`config.mk`:
```
export PLATFORM = sky130hd
export DESIGN_NAME = vga_timing_gen
export DESIGN_NICKNAME = d
export VERILOG_FILES = /design/src/rtl/vga_pkg.sv /design/src/rtl/delay_line.sv /design/src/rtl/vga_timing_gen.sv
export SDC_FILE = /design/constraint.sdc
export NUM_CORES = 1
export LEC_CHECK = 0
export ABC_CLOCK_PERIOD_IN_PS = 1670
export BUFFER_PORTS_ARGS = -buffer_cell sky130_fd_sc_hd__clkbuf_2
export CAP_MARGIN = 20
export CORE_MARGIN = 1
export CORE_UTILIZATION = 48
export CTS_CLUSTER_SIZE = 14
export DETAILED_ROUTE_END_ITERATION = 6
export GPL_TIMING_DRIVEN = 0
export PLACE_DENSITY_LB_ADDON = 0.15
export REMOVE_ABC_BUFFERS = 1
export SYNTH_ARGS = -nofsm -noshare
export SYNTH_HDL_FRONTEND = slang
export SYNTH_SLANG_ARGS = --single-unit
```
`constraint.sdc`:
```
create_clock -name Clk -period 1.67 [get_ports Clk]
set_clock_uncertainty 0.05 [all_clocks]
set_input_delay 0.0835 -clock Clk [delete_from_list [all_inputs] [get_ports Clk]]
set_output_delay 0.0835 -clock Clk [all_outputs]
set_load 0.03 [all_outputs]
```
`src/rtl/vga_pkg.sv`:
```
// Default 640x480@60 timing constants, coordinate type and sync polarities.
// Constants only; no latency, no backpressure.
package vga_pkg;
  localparam int H_VISIBLE = 640;
  localparam int H_FP      = 16;
  localparam int H_SYNC    = 96;
  localparam int H_BP      = 48;
  localparam int V_VISIBLE = 480;
  localparam int V_FP      = 10;
  localparam int V_SYNC    = 2;
  localparam int V_BP      = 33;
  localparam int H_TOTAL   = H_VISIBLE + H_FP + H_SYNC + H_BP;
  localparam int V_TOTAL   = V_VISIBLE + V_FP + V_SYNC + V_BP;

  typedef logic [9:0] coord_t;

  localparam logic SYNC_ACTIVE = 1'b0;
  localparam logic SYNC_IDLE   = 1'b1;
endpackage

```
`src/rtl/delay_line.sv`:
```
// Fixed-depth shift register with a per-bit reset pattern.
// Latency DEPTH cycles; always accepts input, no backpressure.
module delay_line #(
  parameter int               WIDTH     = 1,
  parameter int               DEPTH     = 1,
  parameter logic [WIDTH-1:0] RESET_VAL = '0
) (
  input  logic             core_clk,
  input  logic             arst_n,
  input  logic [WIDTH-1:0] din_dat,
  output logic [WIDTH-1:0] dout_dat
);
  logic [WIDTH-1:0] stage_q [DEPTH];
  logic [WIDTH-1:0] stage_d [DEPTH];

  always_comb begin
    stage_d[0] = din_dat;
    for (int i = 1; i < DEPTH; i++) begin
      stage_d[i] = stage_q[i-1];
    end
  end

  always_ff @(posedge core_clk or negedge arst_n) begin
    if (!arst_n) begin
      for (int i = 0; i < DEPTH; i++) begin
        stage_q[i] <= RESET_VAL;
      end
    end else begin
      stage_q <= stage_d;
    end
  end

  assign dout_dat = stage_q[DEPTH-1];
endmodule

```
`src/rtl/vga_timing_gen.sv`:
```
// VGA raster timing: pixel divider, h/v counters, pixel clock, sync/blank and frame_start.
// Counters/frame_start update on the pixel edge; sync/blank lag by PIPE_DELAY Clk; free-running.
module vga_timing_gen #(
  parameter int H_VISIBLE  = vga_pkg::H_VISIBLE,
  parameter int H_FP       = vga_pkg::H_FP,
  parameter int H_SYNC     = vga_pkg::H_SYNC,
  parameter int H_BP       = vga_pkg::H_BP,
  parameter int V_VISIBLE  = vga_pkg::V_VISIBLE,
  parameter int V_FP       = vga_pkg::V_FP,
  parameter int V_SYNC     = vga_pkg::V_SYNC,
  parameter int V_BP       = vga_pkg::V_BP,
  parameter int CLK_DIV    = 2,
  parameter int PIPE_DELAY = 2
) (
  input  logic       Clk,
  input  logic       Reset_n,
  output logic [9:0] DrawX,
  output logic [9:0] DrawY,
  output logic       VGA_CLK,
  output logic       VGA_HS,
  output logic       VGA_VS,
  output logic       VGA_BLANK_N,
  output logic       VGA_SYNC_N,
  output logic       frame_start
);
  import vga_pkg::*;

  localparam int H_TOT = H_VISIBLE + H_FP + H_SYNC + H_BP;
  localparam int V_TOT = V_VISIBLE + V_FP + V_SYNC + V_BP;

  localparam coord_t H_LAST     = coord_t'(H_TOT - 1);
  localparam coord_t V_LAST     = coord_t'(V_TOT - 1);
  localparam coord_t H_VIS_END  = coord_t'(H_VISIBLE);
  localparam coord_t V_VIS_END  = coord_t'(V_VISIBLE);
  localparam coord_t V_VIS_LAST = coord_t'(V_VISIBLE - 1);
  localparam coord_t HS_START   = coord_t'(H_VISIBLE + H_FP);
  localparam coord_t HS_END     = coord_t'(H_VISIBLE + H_FP + H_SYNC);
  localparam coord_t VS_START   = coord_t'(V_VISIBLE + V_FP);
  localparam coord_t VS_END     = coord_t'(V_VISIBLE + V_FP + V_SYNC);

  localparam logic [1:0] DIV_LAST = 2'(CLK_DIV - 1);
  localparam logic [1:0] DIV_HALF = 2'(CLK_DIV / 2);

  // Delay-line bit order is {hs, vs, blank_n}; reset leaves syncs idle and blanked.
  localparam logic [2:0] PIPE_RESET = {SYNC_IDLE, SYNC_IDLE, 1'b0};

  logic [1:0] div_q, div_d;
  coord_t     h_cnt_q, h_cnt_d;
  coord_t     v_cnt_q, v_cnt_d;
  logic       vga_clk_q, vga_clk_d;
  logic       frame_start_q, frame_start_d;
  logic       pix_tick;
  logic       hs_raw, vs_raw, blank_raw;

  assign pix_tick = (div_q == DIV_LAST);

  always_comb begin
    div_d         = pix_tick ? 2'd0 : div_q + 2'd1;
    h_cnt_d       = h_cnt_q;
    v_cnt_d       = v_cnt_q;
    frame_start_d = 1'b0;
    if (pix_tick) begin
      if (h_cnt_q == H_LAST) begin
        h_cnt_d       = '0;
        v_cnt_d       = (v_cnt_q == V_LAST) ? '0 : v_cnt_q + 10'd1;
        frame_start_d = (v_cnt_q == V_VIS_LAST);
      end else begin
        h_cnt_d = h_cnt_q + 10'd1;
      end
    end
    // High in the second half of the pixel so the DAC samples late.
    vga_clk_d = (div_d >= DIV_HALF);
  end

  always_ff @(posedge Clk or negedge Reset_n) begin
    if (!Reset_n) begin
      div_q         <= '0;
      h_cnt_q       <= '0;
      v_cnt_q       <= '0;
      vga_clk_q     <= 1'b0;
      frame_start_q <= 1'b0;
    end else begin
      div_q         <= div_d;
      h_cnt_q       <= h_cnt_d;
      v_cnt_q       <= v_cnt_d;
      vga_clk_q     <= vga_clk_d;
      frame_start_q <= frame_start_d;
    end
  end

  always_comb begin
    hs_raw    = (h_cnt_q >= HS_START && h_cnt_q < HS_END) ? SYNC_ACTIVE : SYNC_IDLE;
    vs_raw    = (v_cnt_q >= VS_START && v_cnt_q < VS_END) ? SYNC_ACTIVE : SYNC_IDLE;
    blank_raw = (h_cnt_q < H_VIS_END) && (v_cnt_q < V_VIS_END);
  end

  delay_line #(
    .WIDTH     (3),
    .DEPTH     (PIPE_DELAY),
    .RESET_VAL (PIPE_RESET)
  ) u_sync_dly (
    .core_clk (Clk),
    .arst_n   (Reset_n),
    .din_dat  ({hs_raw, vs_raw, blank_raw}),
    .dout_dat ({VGA_HS, VGA_VS, VGA_BLANK_N})
  );

  assign DrawX       = h_cnt_q;
  assign DrawY       = v_cnt_q;
  assign VGA_CLK     = vga_clk_q;
  assign VGA_SYNC_N  = 1'b0;
  assign frame_start = frame_start_q;
endmodule
```
Word level (Yosys, flattened, before mapping). Index checks and enable logic that the tools add are counted.

Word-level logic and storage cells: 32. Latch bits: 0. Register bits: 30. Output and inout port bits: 26. Input port bits: 2. ROM bits: 0. Memories: 0. RAM bits: 0.

Order comparisons: 7. Muxes and demuxes: 7. Multiply operators: 0. $add $sub $neg: 3. Bitwise gates (word level): 0. Div/mod/pow operators: 0. Reductions and logical operators: 4. Shifts and indexed selects: 0. Equal/unequal tests: 4.

Operators with widths (count): adder 10 x 1 -> 10 bit (second input constant) (2); == test 10 bit (second input constant) (2); less-than comparator 10 bit (second input constant) (2); less-than comparator 10 x 9 -> 1 bit (second input constant) (2); 2-to-1 mux 10 bit (2); == test 10 x 9 -> 1 bit (second input constant) (1); greater-or-equal comparator 10 bit (second input constant) (1); greater-or-equal comparator 10 x 9 -> 1 bit (second input constant) (1); 2-to-1 mux 1 bit (4); logical AND 1 bit (3); adder 2 x 1 -> 2 bit (second input constant) (1); == test 2 x 1 -> 1 bit (second input constant) (1); greater-or-equal comparator 2 x 1 -> 1 bit (second input constant) (1); 2-to-1 mux 2 bit (1); AND reduction 2 bit (1).

Longest topological paths before layout. Gate-level depths: netlist (run 1).

Depth after elaboration: 3. Mapped depth: 7. Depth with buffers taken out: 6.

Modules after synthesis. Synthesis (run 1) repeated with hierarchy kept, for this count alone.

Cells, all modules: 132. Area, all modules: 1462.7 um^2.

Modules (own cells, without submodules): vga_timing_gen (instances 1, area an instance 1307.5 um^2, cells an instance 126, seq. area each 600.6 um^2); delay_line (instances 1, area an instance 155.1 um^2, cells an instance 6, seq. area each 155.1 um^2).

Worst setup path after synthesis (run 1). Ideal clock, no wire load.

Kind: register to register. Start point: register v_cnt_q[0], in the netlist DrawY[0]. End point: register v_cnt_q[3], in the netlist DrawY[3]. Cell stages (with the launch flop): 8. Data arrival time: 1.700 ns. Required time: 1.495 ns. Setup time: 0.125 ns. Period minus slack after synthesis: 1.875 ns. Path buffers: 1. Slack: -0.205 ns. Cells stage by stage: dfrtp_1 > inv_1 > ha_1 > nand4_1 > or4_1 > buf_6 > a21oi_2 > o22ai_1.

Cells in the longest elaborated chain, start to end: 2. Elaborated cells on any way between the ends: 3. Those cells by class: add/sub: 1; eq/ne: 1; mux: 1.

Ends and longest elaborated chain: from (decl) (RTL line vga_timing_gen.sv:49) `coord_t v_cnt_q, v_cnt_d;`; from (signal assigned) (RTL line vga_timing_gen.sv:85) `v_cnt_q <= v_cnt_d;`; adder 10 x 1 -> 10 bit / == test 10 bit (equally long branches) (RTL line vga_timing_gen.sv:65) `v_cnt_d = (v_cnt_q == V_LAST) ? '0 : v_cnt_q + 10'd1;`; 2-to-1 mux 10 bit (*) (RTL line vga_timing_gen.sv:65).

Mark *: on every way between the ends. The rest lies on a longest branch, timed or not. A chain may end at the register's enable or synchronous reset.

Worst setup path in the final report (run 1).
Start point: register v_cnt_q[7], in the netlist DrawY[7]. End point: register v_cnt_q[3], in the netlist DrawY[3].

Cells in the longest elaborated chain, start to end: 2.

Ends and longest elaborated chain (RTL line): == test 10 bit (vga_timing_gen.sv:65); 2-to-1 mux 10 bit (vga_timing_gen.sv:65).

No other way between the ends.

==> metrics.cfg, run 1 <==
[synthesis]
avgSynthCellArea_um2 = 10.4
synth_top_area_share_pct = 44.9
ys_seq_area_share_pct = 52.1
synth_ff_type = dfrtp_1
synth.most_common_cell = dfrtp_1
async_flop_share_pct = 100
ys_ff_latch = 30
syn_inst = 139
syn_area_um2 = 1450
netlist_top_cells_count = dfrtp_1 (26), nand4_1 (12), nand2_1 (11), inv_1 (10)
synth-edff-count = 0
synth_top_cell_by_area = dfrtp_1
synth_area_leaders = dfrtp_1 (45%), dfstp_2 (7.2%), xnor2_1 (5.4%)
synth_cell_types = 40
yosys_warnings = 0

[clock_network]
clock_sinks = 30
clk_latency_ns = 0.34
clk_path_buf_depth = 2
tritoncts = built
root_buffer = clkbuf_4
clk_pin_slew_ns = 0.10
ctsHtreeMaxLevel = 2
cts_made_buffers = 5

[floorplanning]
fp.dieW_um = 57.0
die_h_um = 57.0
die_area_um2 = 3250
rows = 19
ioPinCount = 28
coreArea_um2 = 2810
initial_core_util_pct = 51.7

[worst_setup_path]
cp-end-kind = flop
cp_max_fo = 7
crit_required_ns = 1.84
crit_path_start_kind = flop
ff2ff_path_depth = 4
endpoint = DrawY[3]$_DFFE_PN0P_
crit_start = DrawY[7]$_DFFE_PN0P_
crit_arrival_ns = 1.96
r2r_end = DrawY[3]$_DFFE_PN0P_
critPathKind = reg2reg
rrSetupSlack_ns = -0.12
r2r_start = DrawY[7]$_DFFE_PN0P_

[cells_and_area]
area_growth_pct = 23.2
finalNonFillerCells = 211
postLayoutCellArea_um2 = 1790
nNetsFinal = 186
diodes = 0
drive_above_1_share_pct = 39.4

[run_status]
status = finished with violations
failed_checks = negative setup slack

[grt]
antenna_found_initial = 0
grt_pass1_vias = 1033
grt_pass1_wl_um = 4800
track_usage_pct = 20.1
grt_max_degree = 31
grt-ovfl-total = 0

[placement]
place_congestion = 0.780
pre_cts_ws_ns = -0.488
place_inst = 189
portBuffers = 26
dpl_cell_area_um2 = 1570
place.detailed.hpwl_um = 1860

[routing]
wirelength_um = 2970
avgRoutedWirePerCell_um = 14.1
drtIter0Drc = 27
vias = 1145
drc = 0
drt_first_pass_iters = 4
ant_nets = 0
via_per_inst = 5.43

[sta]
rsz0062_at_grt = yes
slew_headroom_pct = 50.5
tightest_slew_ns = 0.743
layout_setup_ws_ns = -0.116
hold_viol = 0
clock.fmax_ghz = 0.560
setup_viol = 6
fin_crit_sh_pct = 107
fin_crit_ns = 1.79
slew_violations = 0

[worst_hold_path]
min_path_type = in2async

[power_and_ir_drop]
peakVddDrop_mv = 0.407
powerDensity_nw_per_um2 = 677
leakage_uw = 0.000838

[job]
drv_cap = 0

flip-flops by register name, summed over array words and instances, names as in the netlist:
register             cells
u_sync_dly.dout_dat      3
u_sync_dly.stage_d       3
DrawX                   10
div_q                    2
VGA_CLK                  1
DrawY                   10
frame_start              1
worst max-delay path: stages, from the launching register on:
cell	delay, ns
dfrtp_2	0.44
or3_1	0.37
or4_4	0.56
a21oi_2	0.15
o22ai_1	0.09
worst min-delay path by stage:
stage                                    startpoint                          endpoint  slack, ns  depth (start not counted)
CTS                                         Reset_n              DrawX[6]$_DFFE_PN0P_       0.29                          2
finish                                      Reset_n              DrawX[8]$_DFFE_PN0P_       0.28                          2
detailed placement                          Reset_n              DrawX[6]$_DFFE_PN0P_       0.13                          1
global placement                            Reset_n              DrawX[6]$_DFFE_PN0P_       0.12                          1
global route        u_sync_dly.stage_d[0]$_DFF_PN0_  u_sync_dly.dout_dat[0]$_DFF_PN0_       0.32                          0
floorplan                                   Reset_n              DrawX[0]$_DFFE_PN0P_      -0.26                          0
cell usage in the layout, fill, tap and decap left out, types with 2 or more instances in the layout:
cell / count
clkbuf_2: 26
dfrtp_1: 18
nand4_1: 12
buf_4: 12
nand2_1: 11
inv_1: 10
nor2_1: 9
xnor2_1: 9
dfrtp_2: 8
nand3_1: 8
ha_1: 5
clkbuf_4: 5
o21ai_0: 4
dfstp_2: 4
and3_1: 3
nor2b_1: 2
nor3_1: 2
nand2_4: 2
a21oi_2: 2
xor2_1: 2
through the flow:
step	setup TNS, ns	utilization, %	hold WS [ns]	power [µW]
2_1_floorplan	-2.77	-	-0.262	743
3_3_place_gp	-3.31	55.9	0.119	758
3_5_place_dp	-5.04	55.9	0.128	759
4_1_cts	-0.306	61.0	0.290	1220
5_1_grt	-0.718	63.7	0.316	1250
6_report	-0.394	63.7	0.281	1210
logic make-up (layout without fill, tap and decap cells):
| kind of cell | count (synthesis) | count (layout) | synth area share (%) |
|---|---|---|---|
| other | 1 | 1 | 0.259 |
| xor gates and xnor gates | 11 | 11 | 6.64 |
| and+or+nand+nor | 60 | 60 | 23.5 |
| AOI/OAI and AO/OA | 14 | 14 | 6.39 |
| muxes | 1 | 1 | 0.690 |
| buffers and inverters | 17 | 58 | 6.12 |
| DFF | 30 | 30 | 52.1 |
| adders and majority gates | 5 | 5 | 4.31 |
final cells by class:
| cell class | instances | area, µm² |
|---|---|---|
| Fill cell | 244 | 1020 |
| Sequential cell | 30 | 766 |
| Multi-Input combinational cell | 92 | 631 |
| Timing Repair Buffer | 40 | 250 |
| Clock buffer | 6 | 51.3 |
| Tap cell | 31 | 38.8 |
| Inverter | 10 | 37.5 |
| Clock inverter | 2 | 12.5 |
report_power, final:
part | switching (µW) | internal [µW] | total [µW]
clock network | 263 | 202 | 465
registers | 0 | 726 | 726
logic | 16.8 | 2.30 | 19.1
what timing repair did:
action                                 in CTS  in global routing
setup buffers                               4                  9
setup endpoints to repair                  15                 14
gates resized for setup                    10                  5
pin swaps                                   4                  2
endpoints found under the hold margin      26                  0
hold buffers                                1                  0
layer usage:
metal	global-route usage (%)	vias up	wire length, µm	share of wire, %
li1	-	557	-	-
met1	25.0	560	1340	45
met2	32.3	21	1470	49
met3	4.76	7	100	3.4
met4	11.5	0	62	2.1
met5	0	-	0	0
(Power assumes the default switching activity.)
==> run 2, diff against run 1 <==
Settings changed: ABC_AREA from default to 1, CORE_UTILIZATION 48 to 49.
==> run 2 against run 1 <==
The flow now finishes without violations. Worst setup slack improved by 0.25 ns. Combinational power barely moved. Sequential cell count did not move. Global-route usage rose by 1.3 points. Die area rose by 6.4%. Power fell by 0.22%. Register-to-register slack improved by 0.25 ns. Synthesized cell count rose by 37%. Cell count rose by 28%. Non-clock buffer count fell by 10. Largest power group unchanged.
==> metrics.cfg, run 2 <==
[grt]
met2_usage_pct = 34.3  ; was 32.3%
grt_pass1_vias = 1269  ; was 1,033
busiest_layer = met2  ; unchanged
grt_pass1_wl_um = 5490  ; was 4800 µm
antenna_found_initial = 0  ; unchanged
use_met1_pct = 27.7  ; was 25.0%
track_usage_pct = 21.4  ; was 20.1%
grt_max_degree = 31  ; unchanged
grt-ovfl-total = 0  ; unchanged
grtUsageMet3_pct = 5.93  ; was 4.76%

[worst_setup_path]
crit_path_start_kind = flop  ; unchanged
critPathKind = reg2reg  ; unchanged
path_cells = ha_2, nand2_2, nor2_4, nand4_2, nor2_4, buf_4, nand3_1, o21ai_1  ; was or3_1, or4_4, a21oi_2, o22ai_1
critPathMaxStageDelay_ns = 0.44  ; was 0.56 ns
cp-end-kind = flop  ; unchanged
r2r_end = DrawY[3]$_DFFE_PN0P_  ; unchanged
ff2ff_path_depth = 8  ; was 4
crit_required_ns = 1.88  ; was 1.84 ns
cp_max_fo = 7  ; unchanged
r2r_start = DrawX[0]$_DFFE_PN0P_  ; was DrawY[7]$_DFFE_PN0P_
rrSetupSlack_ns = 0.13  ; was -0.12 ns
critPathSlowestCell = dfrtp_2  ; was or4_4
endpoint = DrawY[3]$_DFFE_PN0P_  ; unchanged
cp_common_cell = nor2_4
crit_start = DrawX[0]$_DFFE_PN0P_  ; was DrawY[7]$_DFFE_PN0P_
crit_arrival_ns = 1.75  ; was 1.96 ns

[synthesis]
yosys_warnings = 0  ; unchanged
netlist_top_cells_count = nand2_1 (36), inv_1 (27), dfrtp_1 (26), nor2_1 (21), nand3_1 (17)  ; was dfrtp_1 (26), nand4_1 (12), nand2_1 (11), inv_1 (10)
syn_area_um2 = 1580  ; was 1450 µm²
avgSynthCellArea_um2 = 8.27  ; was 10.4 µm²
syn_inst = 191  ; was 139
synth_top_area_share_pct = 41.2  ; was 44.9%
synth-edff-count = 0  ; unchanged
async_flop_share_pct = 100  ; unchanged
ys_seq_area_share_pct = 47.9  ; was 52.1%
synth.most_common_cell = nand2_1  ; was dfrtp_1
synth_ff_type = dfrtp_1  ; unchanged
ys_ff_latch = 30  ; unchanged
synth_cell_types = 32  ; was 40
synth_area_leaders = dfrtp_1 (41%), nand2_1 (8.6%), dfstp_2 (6.7%)  ; was dfrtp_1 (45%), dfstp_2 (7.2%), xnor2_1 (5.4%)
synth_top_cell_by_area = dfrtp_1  ; unchanged

[sta]
fin_crit_sh_pct = 92.0  ; was 107%
slew_headroom_pct = 51.1  ; was 50.5%
rsz0062_at_grt = no  ; was yes
hold_viol = 0  ; unchanged
fin_crit_ns = 1.54  ; was 1.79 ns
tightest_slew_ns = 0.734  ; was 0.743 ns
clock.fmax_ghz = 0.651  ; was 0.560 GHz
slew_violations = 0  ; unchanged
setup_viol = 0  ; was 6
fin_tns_setup_ns = 0  ; was -0.394 ns

[routing]
wirelength_um = 3240  ; was 2970 µm
via_per_inst = 5.12  ; was 5.43
vias = 1388  ; was 1,145
drc = 0  ; unchanged
avgRoutedWirePerCell_um = 11.9  ; was 14.1 µm
drtIter0Drc = 68  ; was 27
drt_first_pass_iters = 4  ; unchanged
ant_nets = 0  ; unchanged

[cells_and_area]
postLayoutCellArea_um2 = 1850  ; was 1790 µm²
area_growth_pct = 17.0  ; was 23.2%
final_cell_mix = nand2_1 (36), inv_1 (27), clkbuf_2 (26), dfrtp_1 (24), nor2_1 (21)  ; was clkbuf_2 (26), dfrtp_1 (18), nand4_1 (12), buf_4 (12), nand2_1 (11)
postLayoutCoreUtil_pct = 60.5  ; was 63.7%
final_common_cell = nand2_1  ; was clkbuf_2
multi_input_area_um2 = 698  ; was 631 µm²
nNetsFinal = 233  ; was 186
seqCellArea_um2 = 758  ; was 766 µm²
n_fill_cell = 300  ; was 244
drive_above_1_share_pct = 24.7  ; was 39.4%
diodes = 0  ; unchanged

[floorplanning]
fp.dieW_um = 58.8  ; was 57.0 µm
die_area_um2 = 3450  ; was 3250 µm²
rows = 20  ; was 19
ioPinCount = 28  ; unchanged
coreArea_um2 = 3050  ; was 2810 µm²
initial_core_util_pct = 51.7  ; about the same
die_h_um = 58.8  ; was 57.0 µm

[placement]
place.detailed.hpwl_um = 2340  ; was 1860 µm
dpl_cell_area_um2 = 1750  ; was 1570 µm²
place_congestion = 0.862  ; was 0.780
portBuffers = 26  ; unchanged

[clock_network]
clk_latency_ns = 0.33  ; was 0.34 ns
cts_made_buffers = 5  ; unchanged
ctsHtreeMaxLevel = 2  ; unchanged
root_buffer = clkbuf_4  ; unchanged
clk_pin_slew_ns = 0.10  ; about the same
clk_path_buf_depth = 2  ; unchanged
tritoncts = built  ; unchanged
clock_sinks = 30  ; unchanged

[power_and_ir_drop]
design_power_total_uw = 1210  ; about the same
powerDensity_nw_per_um2 = 654  ; was 677 nW/µm²
leakage_uw = 0.000909  ; was 0.000838 µW
peakVddDrop_mv = 0.317  ; was 0.407 mV

[worst_hold_path]
min_path_type = in2async  ; unchanged

[job]
drv_cap = 0  ; unchanged

[run_status]
status = finished, final reports clean  ; was finished with violations

## run 2: metal layers
layer / up-vias / routed length, µm
met3: 5 / 143
li1: 686 / -
met2: 33 / 1530
met5: - / 0
met4: 0 / 39
met1: 664 / 1520
## run 2: area by class of cell
cell class | instances | share of cell area, %
Sequential cell | 30 | 41.1
Multi-Input combinational cell | 130 | 37.8
Timing Repair Buffer | 30 | 8.81
Inverter | 29 | 5.89
Tap cell | 44 | 2.98
Clock buffer | 6 | 2.78
Clock inverter | 2 | 0.678
## run 2: worst min path at each step
stage	startpoint	end	slack, ns
2_1_floorplan	Reset_n	DrawX[0]$_DFFE_PN0P_	-0.26
4_1_cts	Reset_n	DrawY[1]$_DFFE_PN0P_	0.30
6_report	Reset_n	DrawY[9]$_DFFE_PN0P_	0.30
3_3_place_gp	Reset_n	DrawX[7]$_DFFE_PN0P_	0.12
5_1_grt	u_sync_dly.stage_d[0]$_DFF_PN0_	u_sync_dly.dout_dat[0]$_DFF_PN0_	0.32
3_5_place_dp	Reset_n	DrawX[4]$_DFFE_PN0P_	0.13
## run 2: kinds of logic after synthesis
kind of cell             synth area share, %
XOR/XNOR                                2.77
flip-flops                              47.9
AND/OR/NAND/NOR                         30.3
buffers and inverters                   8.08
AO/OA/AOI/OAI                           6.82
adder cells (fa/ha/maj)                 3.96
other                                  0.237
## run 2: where the power goes
part | internal [µW] | leakage [µW] | switching (µW) | total [µW]
combinational | 2.31 | 0.000502 | 16.7 | 19.0
clock | 202 | 0.0000343 | 260 | 462
sequential | 726 | 0.000372 | 0 | 726
total | 931 | 0.000909 | 276 | 1210
## run 2: timing repair
item,4_1_cts,5_1_grt
resized for setup,0,3
endpoints found under the setup margin,3,12
hold endpoints to repair,26,0
hold buffers,1,0
cloned,0,0
pin swaps,1,1
setup buffers,2,1
## run 2: worst max-delay path: cells and delay by family (launching register included)
family,cells,cell delay [ns]
AND/OR/NAND/NOR,5,0.52
flip-flops,1,0.44
adder cells (fa/ha/maj),1,0.22
buffers and inverters,1,0.15
AO/OA/AOI/OAI,1,0.09
## run 2: per-stage QoR
step                setup slack (ns)  std cells  hold WS [ns]
floorplan                    -0.0518        189        -0.262
global placement             -0.0384        259         0.118
detailed placement           -0.0726        259         0.132
CTS                           0.0260        270         0.304
global route                 0.00217        271         0.322
finish                         0.133        271         0.300
==> run 3, diff against run 2 <==
Settings changed: ABC_CLOCK_PERIOD_IN_PS 1670 to 1640, CORE_UTILIZATION 49 to 50.
Clock period 1.67 ns to 1.64 ns, I/O delays scaled along.
==> run 3 against run 2 <==
Sequential power increased by 2%. Die area is 1.9% lower. Routed wire length grew 3.3%. Utilization rose by 2.5 points. Critical path type unchanged. Largest power group is now the clock network.
==> metrics.cfg, run 3 (synthesis results as in run 2) <==
[run_status]
status = finished, final reports clean  ; unchanged

[routing]
avgRoutedWirePerCell_um = 12.4  ; was 11.9 µm
vias = 1368  ; was 1,388
wirelength_um = 3340  ; was 3240 µm
via_per_inst = 5.07  ; was 5.12
drtIter0Drc = 47  ; was 68
drc = 0  ; unchanged
drt_first_pass_iters = 4  ; unchanged
ant_nets = 0  ; unchanged

[cells_and_area]
diodes = 0  ; unchanged
finalNonFillerCells = 270  ; was 271
drive_above_1_share_pct = 25.7  ; was 24.7%
nNetsFinal = 232  ; was 233
area_growth_pct = 20.8  ; was 17.0%
final_cell_mix = nand2_1 (36), inv_1 (27), clkbuf_2 (26), dfrtp_1 (23), nor2_1 (20)  ; was nand2_1 (36), inv_1 (27), clkbuf_2 (26), dfrtp_1 (24), nor2_1 (21)
final_common_cell = nand2_1  ; unchanged

[clock_network]
cts_made_buffers = 5  ; unchanged
root_buffer = clkbuf_4  ; unchanged
tritoncts = built  ; unchanged
clock_sinks = 30  ; unchanged
clk_path_buf_depth = 2  ; unchanged
clk_pin_slew_ns = 0.11  ; was 0.10 ns
ctsHtreeMaxLevel = 2  ; unchanged
clk_latency_ns = 0.33  ; about the same

[worst_setup_path]
crit_arrival_ns = 1.68  ; was 1.75 ns
crit_path_start_kind = flop  ; unchanged
cp-end-kind = flop  ; unchanged
critPathSlowestCell = dfrtp_2  ; unchanged
critPathKind = reg2reg  ; unchanged
cp_max_fo = 7  ; unchanged
rrSetupSlack_ns = 0.13  ; about the same
cp_common_cell = nor2_1  ; was nor2_4
crit_required_ns = 1.81  ; was 1.88 ns
critPathMaxStageDelay_ns = 0.47  ; was 0.44 ns
path_cells = inv_1, ha_1, nand2_1, nor2_1, nand3_2, a21oi_1, nor2_1  ; was ha_2, nand2_2, nor2_4, nand4_2, nor2_4, buf_4, nand3_1, o21ai_1

[power_and_ir_drop]
switchingPower_uw = 283  ; was 276 µW
leakage_uw = 0.000928  ; was 0.000909 µW
swShare_pct = 18.3  ; was 22.9%
powerDensity_nw_per_um2 = 808  ; was 654 nW/µm²
comb_power_share_pct = 1.3  ; was 1.6%
design_power_total_uw = 1540  ; was 1210 µW
peakVddDrop_mv = 0.557  ; was 0.317 mV
pwr-share-clk_pct = 50.7  ; was 38.3%
p_int_uw = 1260  ; was 931 µW
p_seq_share_pct = 48.0  ; was 60.2%

[grt]
met2_usage_pct = 35.5  ; was 34.3%
antenna_found_initial = 0  ; unchanged
use_met1_pct = 29.7  ; was 27.7%
grtUsageMet3_pct = 4.69  ; was 5.93%
grt_max_degree = 31  ; unchanged
busiest_layer = met2  ; unchanged
grt_pass1_wl_um = 5680  ; was 5490 µm
grt_pass1_vias = 1266  ; was 1,269
grt-ovfl-total = 0  ; unchanged
track_usage_pct = 22.4  ; was 21.4%

[placement]
pre_cts_ws_ns = -0.103  ; was -0.0726 ns
place_congestion = 0.877  ; was 0.862
place.detailed.hpwl_um = 2380  ; was 2340 µm
place_inst = 259  ; unchanged
portBuffers = 26  ; unchanged

[sta]
fin_crit_ns = 1.51  ; was 1.54 ns
tightest_slew_ns = 0.742  ; was 0.734 ns
fin_crit_sh_pct = 92.1  ; was 92.0%
fin_tns_setup_ns = 0  ; unchanged
layout_setup_ws_ns = 0.130  ; was 0.133 ns
hold_viol = 0  ; unchanged
clock.fmax_ghz = 0.662  ; was 0.651 GHz
rsz0062_at_grt = no  ; unchanged
setup_viol = 0  ; unchanged
slew_violations = 0  ; unchanged
slew_headroom_pct = 50.5  ; was 51.1%

[floorplanning]
die_area_um2 = 3390  ; was 3450 µm²
coreArea_um2 = 3030  ; was 3050 µm²
initial_core_util_pct = 52.1  ; was 51.7%
ioPinCount = 28  ; unchanged
die_h_um = 58.2  ; was 58.8 µm
fp.dieW_um = 58.2  ; was 58.8 µm
rows = 20  ; unchanged

[job]
drv_cap = 0  ; unchanged

[worst_hold_path]
min_path_type = in2async  ; unchanged

-- run 3: layer usage --
layer,vias to the layer above,part of all wire [%]
met5,-,0
met4,0,1.5
met3,6,3.6
met2,27,48
met1,649,47
li1,686,-
-- run 3: final timing paths --
path                                                  from                          endpoint  cells past startpoint
max in group asynchronous                          Reset_n              DrawX[0]$_DFFE_PN0P_                      2
min reg2reg                u_sync_dly.stage_d[0]$_DFF_PN0_  u_sync_dly.dout_dat[0]$_DFF_PN0_                      0
min in group Clk           u_sync_dly.stage_d[0]$_DFF_PN0_  u_sync_dly.dout_dat[0]$_DFF_PN0_                      0
min                                                Reset_n              DrawY[9]$_DFFE_PN0P_                      2
max reg2reg                           DrawY[0]$_DFFE_PN0P_              DrawY[2]$_DFFE_PN0P_                      7
max                                   DrawY[0]$_DFFE_PN0P_              DrawY[2]$_DFFE_PN0P_                      7
-- run 3: through the flow --
| stage | area [µm²] | utilization, % | hold slack [ns] |
|---|---|---|---|
| after floorplan | 1560 | - | -0.264 |
| after global placement | 1750 | 57.6 | 0.120 |
| after detailed placement | 1750 | 57.6 | 0.127 |
| after CTS | 1890 | 62.4 | 0.292 |
| after global routing | 1910 | 63.0 | 0.316 |
| final | 1910 | 63.0 | 0.281 |
-- run 3: power by group through the flow --
stage	registers (µW)	logic [µW]	clock network (µW)
final	740	19.4	782
after global routing	740	23.0	831
after CTS	740	20.3	796
after detailed placement	754	18.6	0
after global placement	754	18.3	0
after floorplan	754	2.96	0
-- run 3: final cells by class --
type                       count  area [µm²]
clock buffer                   6        51.3
inverter                      29         109
sequential                    30         759
fill                         269        1120
timing repair buffer          29         168
clock inverter                 2        60.1
tap                           44        55.1
multi-input combinational    130         706
-- run 3: worst max-delay path, delay by kind of cell, from the launching register on --
kind,cells,cell delay [ns]
buffers and inverters,1,0.13
DFF,1,0.47
adders and majority gates,1,0.16
AOI/OAI and AO/OA,1,0.16
and+or+nand+nor,4,0.42
-- run 3: what timing repair did --
action,4_1_cts,5_1_grt
gates resized for setup,1,5
endpoints found under the hold margin,26,0
pin swaps,1,1
buffers inserted,1,1
hold buffers,1,0
setup endpoints to repair,4,10
